<file path="src/rtl/bcd_pkg.sv">
// bcd_pkg: shared types, constants and sizing check for the binary-to-BCD converter.
package bcd_pkg;

   typedef enum logic [1:0] {
      IDLE  = 2'd0,
      SHIFT = 2'd1,
      DONE  = 2'd2
   } state_t;

   localparam int         BCD_DIGIT_W = 4;
   localparam logic [3:0] ADD3_THRESH = 4'd5;
   localparam logic [3:0] ADD3_VAL    = 4'd3;

   // True when DIGITS decimal digits can hold the largest BIN_W-bit value.
   function automatic bit digits_ok(input int bin_w, input int digits);
      longint p = 1;
      for (int i = 0; i < digits; i++) p = p * 10;
      return p > ((longint'(1) << bin_w) - 1);
   endfunction

endpackage

</file>
<file path="src/rtl/bcd_add3_digit.sv">
// bcd_add3_digit: double-dabble correction, adds 3 to a digit field holding 5 or more.
module bcd_add3_digit
   import bcd_pkg::*;
(
   input  logic [BCD_DIGIT_W-1:0] digit,
   output logic [BCD_DIGIT_W-1:0] fixed
);

   assign fixed = (digit >= ADD3_THRESH) ? digit + ADD3_VAL : digit;

endmodule

</file>
<file path="src/rtl/bin_to_bcd_seq.sv">
// bin_to_bcd_seq: sequential shift-and-add-3 binary-to-BCD converter, one bit per clock,
// with valid/ready handshakes on input and output.
module bin_to_bcd_seq
   import bcd_pkg::*;
#(
   parameter int BIN_W  = 8,
   parameter int DIGITS = 3
) (
   input  logic                          clk,
   input  logic                          rst_n,
   input  logic                          in_valid,
   output logic                          in_ready,
   input  logic [BIN_W-1:0]              bin_in,
   output logic                          out_valid,
   input  logic                          out_ready,
   output logic [BCD_DIGIT_W*DIGITS-1:0] bcd_out,
   output logic                          busy
);

   localparam int BW = BCD_DIGIT_W * DIGITS;
   localparam int RW = BW + BIN_W;
   localparam int CW = $clog2(BIN_W + 1);

   if (!digits_ok(BIN_W, DIGITS)) begin : g_size_check
      $fatal(1, "bin_to_bcd_seq: DIGITS too small for BIN_W");
   end

   state_t        state, state_nx;
   logic [RW-1:0] sr, sr_adj, sr_nx;
   logic [CW-1:0] cnt;
   logic          last;

   assign sr_adj[BIN_W-1:0] = sr[BIN_W-1:0];

   for (genvar i = 0; i < DIGITS; i++) begin : g_digit
      bcd_add3_digit u_add3 (
         .digit (sr[BIN_W+BCD_DIGIT_W*i +: BCD_DIGIT_W]),
         .fixed (sr_adj[BIN_W+BCD_DIGIT_W*i +: BCD_DIGIT_W])
      );
   end

   assign sr_nx     = sr_adj << 1;
   assign last      = (cnt == CW'(1));
   assign in_ready  = (state == IDLE);
   assign out_valid = (state == DONE);
   assign busy      = (state == SHIFT);

   always_comb begin
      state_nx = state;
      case (state)
         IDLE:    state_nx = in_valid ? SHIFT : IDLE;
         SHIFT:   state_nx = last ? DONE : SHIFT;
         DONE:    state_nx = out_ready ? IDLE : DONE;
         default: state_nx = IDLE;
      endcase
   end

   always_ff @(posedge clk or negedge rst_n) begin
      if (!rst_n) begin
         state   <= IDLE;
         sr      <= '0;
         cnt     <= '0;
         bcd_out <= '0;
      end else begin
         state <= state_nx;
         if (state == IDLE && in_valid) begin
            sr  <= {{BW{1'b0}}, bin_in};
            cnt <= CW'(BIN_W);
         end else if (state == SHIFT) begin
            sr  <= sr_nx;
            cnt <= cnt - CW'(1);
            if (last) bcd_out <= sr_nx[RW-1 -: BW];
         end
      end
   end

endmodule

</file>
<file path="config.mk">
export PLATFORM = sky130hd
export DESIGN_NAME = bin_to_bcd_seq
export DESIGN_NICKNAME = d
export VERILOG_FILES = /design/src/rtl/bcd_pkg.sv /design/src/rtl/bcd_add3_digit.sv /design/src/rtl/bin_to_bcd_seq.sv
export SDC_FILE = /design/constraint.sdc
export NUM_CORES = 1
export LEC_CHECK = 0
export CORE_UTILIZATION = 50
export DETAILED_ROUTE_END_ITERATION = 8
export PLACE_DENSITY = 0.79
export SYNTH_ARGS = -nofsm -noshare
export SYNTH_HDL_FRONTEND = slang
export SYNTH_SLANG_ARGS = --single-unit
</file>
<file path="constraint.sdc">
create_clock -name clk -period 1.87 [get_ports clk]
set_input_delay 0.374 -clock clk [delete_from_list [all_inputs] [get_ports clk]]
set_output_delay 0.374 -clock clk [all_outputs]
set_load 0.01 [all_outputs]
</file>
== Yosys cells after proc, flatten, opt, wreduce, memory -nomap -nowiden ==
Index checks and enable logic that the tools add are counted.

* Add/sub/neg operators: 4
* $lt $le $gt $ge: 3
* Equal/unequal tests: 3
* Multiplexer cells: 11
* Bitwise logic cells: 1
* Reductions and logical operators: 4

{| class="wikitable"
|+ Operators by type and width
! operator !! number
|-
| $mux 20 || 2
|-
| $mux 4 || 4
|-
| $ge 4x3->1 const B || 3
|-
| $add 4x2->4 const B || 2
|-
| $pmux 2 s3 || 1
|-
| $eq 4x1->1 const B || 1
|-
| $mux 2 || 2
|-
| $sub 4x1->4 const B || 1
|-
| $add 3x2->3 const B || 1
|-
| $mux 3 || 1
|-
| $reduce_and 3->1 || 1
|-
| $eq 2x1->1 const B || 1
|-
| $eq 2x2->1 const B || 1
|-
| $logic_not 2->1 || 1
|-
| $reduce_bool 2->1 || 1
|-
| $logic_and 1x1->1 || 1
|-
| $mux 1 || 1
|-
| $not 1->1 || 1
|}

* Register bits after elaboration: 38
* Input bits: 12
* Output and inout bits: 15

== Longest topological paths before layout ==
* Depth in word-level cells: 4
* Gate-level depth with buffers: 8
* Depth with buffers taken out: 6

== By module ==
A second synthesis with hierarchy kept.

* Cell total of the unflattened synthesis: 177
* Area total of the unflattened synthesis: 1955.6 um2

{| class="wikitable"
|+ By module, submodules not included
! module !! times used !! cells each !! area an instance (um2) !! seq. area each (um2)
|-
| bin_to_bcd_seq || 1 || 129 || 1651.6 || 950.9
|-
| bcd_add3_digit || 3 || 16 || 101.3 || 0.0
|}

== Least setup slack after synthesis ==
OpenSTA, ideal clock, no wires.

* Path type: register to register
* Start point: register sr[12]
* End point: register sr[14]
* Library setup time: 83 ps
* Arrival: 1434 ps
* Required time: 1787 ps
* Setup slack: 354 ps
* Stages on the path, launching flop included: 7
* Buffers on the path: 0
* Period minus slack after synthesis: 1516 ps
* Cells stage by stage: dfrtp_1 > inv_1 > ha_1 > nand2b_1 > a21oi_1 > mux2_2 > o21ai_0

* Longest elaborated chain between the ends: 4
* Elaborated cells between the ends (all ways): 5

{| class="wikitable"
|+ Ends and longest elaborated chain
! item !! RTL line !! text
|-
| start: declaration || bin_to_bcd_seq.sv:29 || <nowiki>logic [RW-1:0] sr, sr_adj, sr_nx;</nowiki>
|-
| start signal: assignment || bin_to_bcd_seq.sv:67 || <nowiki>sr <= {{BW{1'b0}}, bin_in};</nowiki>
|-
| start signal: assignment || bin_to_bcd_seq.sv:70 || <nowiki>sr <= sr_nx;</nowiki>
|-
| $add 4x2->4 / $ge 4x3->1 (equally long branches) || bcd_add3_digit.sv:9 || <nowiki>assign fixed = (digit >= ADD3_THRESH) ? digit + ADD3_VAL : digit;</nowiki>
|-
| $mux 4 * || bcd_add3_digit.sv:9 ||
|-
| $mux 20 * || bin_to_bcd_seq.sv:69 || <nowiki>end else if (state == SHIFT) begin</nowiki>
|-
| $mux 20 * || bin_to_bcd_seq.sv:66 || <nowiki>if (state == IDLE && in_valid) begin</nowiki>
|}

Mark *: on every way between the ends. The rest lies on a longest branch, timed or not. The select of a mux whose other input is x is not followed.
A chain may end at the register's enable or synchronous reset.

== Worst setup path after layout ==
* Start point: register state[0]
* End point: output in_ready

* Longest elaborated chain between the ends: 1

{| class="wikitable"
|+ Ends and longest elaborated chain
! item !! RTL line !! text
|-
| start: declaration || bin_to_bcd_seq.sv:28 || <nowiki>state_t state, state_nx;</nowiki>
|-
| start signal: assignment || bin_to_bcd_seq.sv:65 || <nowiki>state <= state_nx;</nowiki>
|-
| $logic_not 2->1 || bin_to_bcd_seq.sv:44 || <nowiki>assign in_ready = (state == IDLE);</nowiki>
|-
| end: declaration || bin_to_bcd_seq.sv:12 || <nowiki>output logic in_ready,</nowiki>
|}

No other way between the ends.

==> results.json <==
{
  "layout_commonest_cell": "nand2_1",
  "post_drt_via_cell_ratio": 5.26,
  "grtUsageTotal_pct": 20.3,
  "slew_violations": 0,
  "io_pins": 27,
  "status": "complete, but fails checks",
  "fmax_ghz": 0.563,
  "timing.final.ws_setup_ns": 0.0943,
  "synthXorXnorAreaFrac_pct": 1.38,
  "violations": "DRC",
  "synthAdderAreaFrac_pct": 5.25,
  "cp-start-kind": "flop",
  "grt_max_degree": 39,
  "routed_wl_um": 3490,
  "fin_skew_ns": 0.00755,
  "power_frac_clock_pct": 14.1,
  "postCtsHoldBufs": 0,
  "drt_iter0_markers": 44,
  "grt_overflow_total": 0,
  "grt_pass1_wl_um": 6350,
  "synth_ff_type": "dfrtp_1",
  "synth-simple-area-share_pct": 15.2,
  "num_antenna_cells": 0,
  "start_util_pct": 52.1,
  "cts.sinks": 38,
  "hpwl_um": 2480,
  "clkTransAtPathRegs_ns": 0.07,
  "min_period_ns": 1.78,
  "die_x_um": 63.8,
  "ir_drop_mv": 0.919,
  "ant_nets": 0,
  "maxCapViolations": 0,
  "layout_common_cells": "37 x nand2_1, 36 x dfrtp_1, 25 x o21ai_0",
  "worstMarginPinSlew_ns": 0.471,
  "p_int_w": 0.00247,
  "syn_inst": 190,
  "syn2layout_area_growth_pct": 23.1,
  "antenna_found_initial": 0,
  "final_nets": 245,
  "vias": 1441,
  "portBuffers": 26,
  "cts_max_path_buffers": 2,
  "critical_path.max_fanout": 6,
  "hp-class": "input port to asynchronous set/reset pin",
  "first_global_vias": 1419,
  "htreeDepth": 2,
  "synthArstFlopShare_pct": 100,
  "syn_nets": 210,
  "routabilityCongestion": 0.770,
  "clk_latency_ns": 0.29,
  "dieArea_mm2": 0.00407,
  "end_kind": "output port",
  "synth-edff-count": 0,
  "ys_types": 27,
  "synth_top_family_by_area": "compound AO/OA/AOI/OAI gates",
  "rows": 22,
  "preCtsSetupSlack_ns": 0.142,
  "avgSynthCellArea_um2": 10.0,
  "sw_frac_of_total_pct": 38.7,
  "crit_arrival_ns": 1.40,
  "synthesis.area_mm2": 0.00191,
  "tns_ns": 0,
  "synthMuxAreaShare_pct": 3.93,
  "drc_errors": 1,
  "setup_violations": 0,
  "fill_cells": 299,
  "wl_per_cell_um": 12.7,
  "drt-pass1-iter-count": 6,
  "regToRegSetupSlack_ns": 0.13,
  "drive_gt1_share_pct": 19.0,
  "hold_violations": 0,
  "slew_headroom_pct": 68.6,
  "numCtsBuffers": 5,
  "cts_tree": "done",
  "fin_crit_sh_pct": 95.0,
  "combPwrFrac_pct": 49.1,
  "ys_ff_latch": 38,
  "seq_area_frac_synth_pct": 49.8,
  "cts_root_buf": "clkbuf_8",
  "die_y_um": 63.8,
  "p_per_area_mw_per_mm2": 1720,
  "synth_compound_area_share_pct": 18.4,
  "criticalPathCategory": "flop to output port",
  "rsz0062_at_grt": "no",
  "yosys_warnings": 0,
  "seqPwrFrac_pct": 36.8,
  "switching_power_w": 0.00156,
  "power_leakage_nw": 1.06,
  "worstPathRequired_ns": 1.50,
  "core_area_mm2": 0.00366
}
==> synth_stat cells (5+ instances only) <==
cell,number,share of area (%)
inv_1,10,2.0
nand2_1,37,7.3
o21ai_2,9,4.1
ha_1,8,5.2
a22oi_1,7,2.8
nor2_1,7,1.4
nor3b_1,5,2.0
a21oi_1,11,2.9
dfrtp_1,38,50
o21ai_0,25,6.6
==> registers in the layout, indices dropped and copies added (netlist names) <==
name     cells
sr          20
bcd_out     12
state        2
cnt          4
==> worst paths after layout <==
check	start	endpoint	depth (start not counted)
worst max-delay path	state[0]	in_ready	2
worst min-delay path	rst_n	sr[0]	2
worst max register to register	sr[12]	sr[14]	6
worst min register to register	bcd_out[11]	bcd_out[11]	2
max in group asynchronous	rst_n	state[0]	2
min in group clk	bcd_out[11]	bcd_out[11]	2
==> through the flow <==
stage	total power [W]	instance area (µm²)	utilization, %	instances	hold slack, ns
6_report	0.00404	2350	64.1	274	0.119
5_1_grt	0.00439	2350	64.1	274	0.161
4_1_cts	0.00406	2340	64.0	274	0.143
3_5_place_dp	0.00347	2230	61.0	264	0.452
3_3_place_gp	0.00338	2230	61.0	264	0.453
2_1_floorplan	0.00279	1910	-	190	0.0784
==> routing by layer <==
layer | GRT usage [%] | vias to the layer above | part of all wire [%]
li1 | - | 716 | -
met1 | 26.7 | 683 | 47
met2 | 32.0 | 32 | 47
met3 | 6.07 | 10 | 3.4
met4 | 6.53 | 0 | 1.9
met5 | 0 | - | 0
==> final cells by class <==
class                   instances  area [µm²]  area share (%)
multi-input cells             132         846            36.0
clock buffers                   7        86.3            3.68
repair buffers                 37         352            15.0
clock inverters                 1        5.00           0.213
inverters                      11        46.3            1.97
well taps                      48        60.1            2.56
flip-flops and latches         38         953            40.6
==> critical path, cell delays in order, from the launching register on <==
cell             delay (ns)
dfrtp_2                0.45
nor2_1                 0.11
clkdlybuf4s50_1        0.55
==> cell families (layout without fill, tap and decap cells) <==
kind of cell / Yosys count / in the layout
AOI/OAI and AO/OA: 56 / 56
muxes: 6 / 6
buffers and inverters: 20 / 56
adders and majority gates: 8 / 8
and+or+nand+nor: 59 / 59
xor gates and xnor gates: 3 / 3
DFF: 38 / 38
==> power groups by stage <==
stage / Combinational [W] / Sequential [W] / Clock (W)
global route: 0.00223 / 0.00153 / 0.000631
global placement: 0.00190 / 0.00148 / 0
floorplan: 0.00133 / 0.00146 / 0
detailed placement: 0.00198 / 0.00149 / 0
finish: 0.00198 / 0.00149 / 0.000568
CTS: 0.00200 / 0.00148 / 0.000580
==> repair_timing <==
action | 4_1_cts | 5_1_grt
endpoints found under the setup margin | 2 | 2
resized for setup | 3 | 2
setup buffers | 2 | 0
Power figures use the tool's default switching activity.
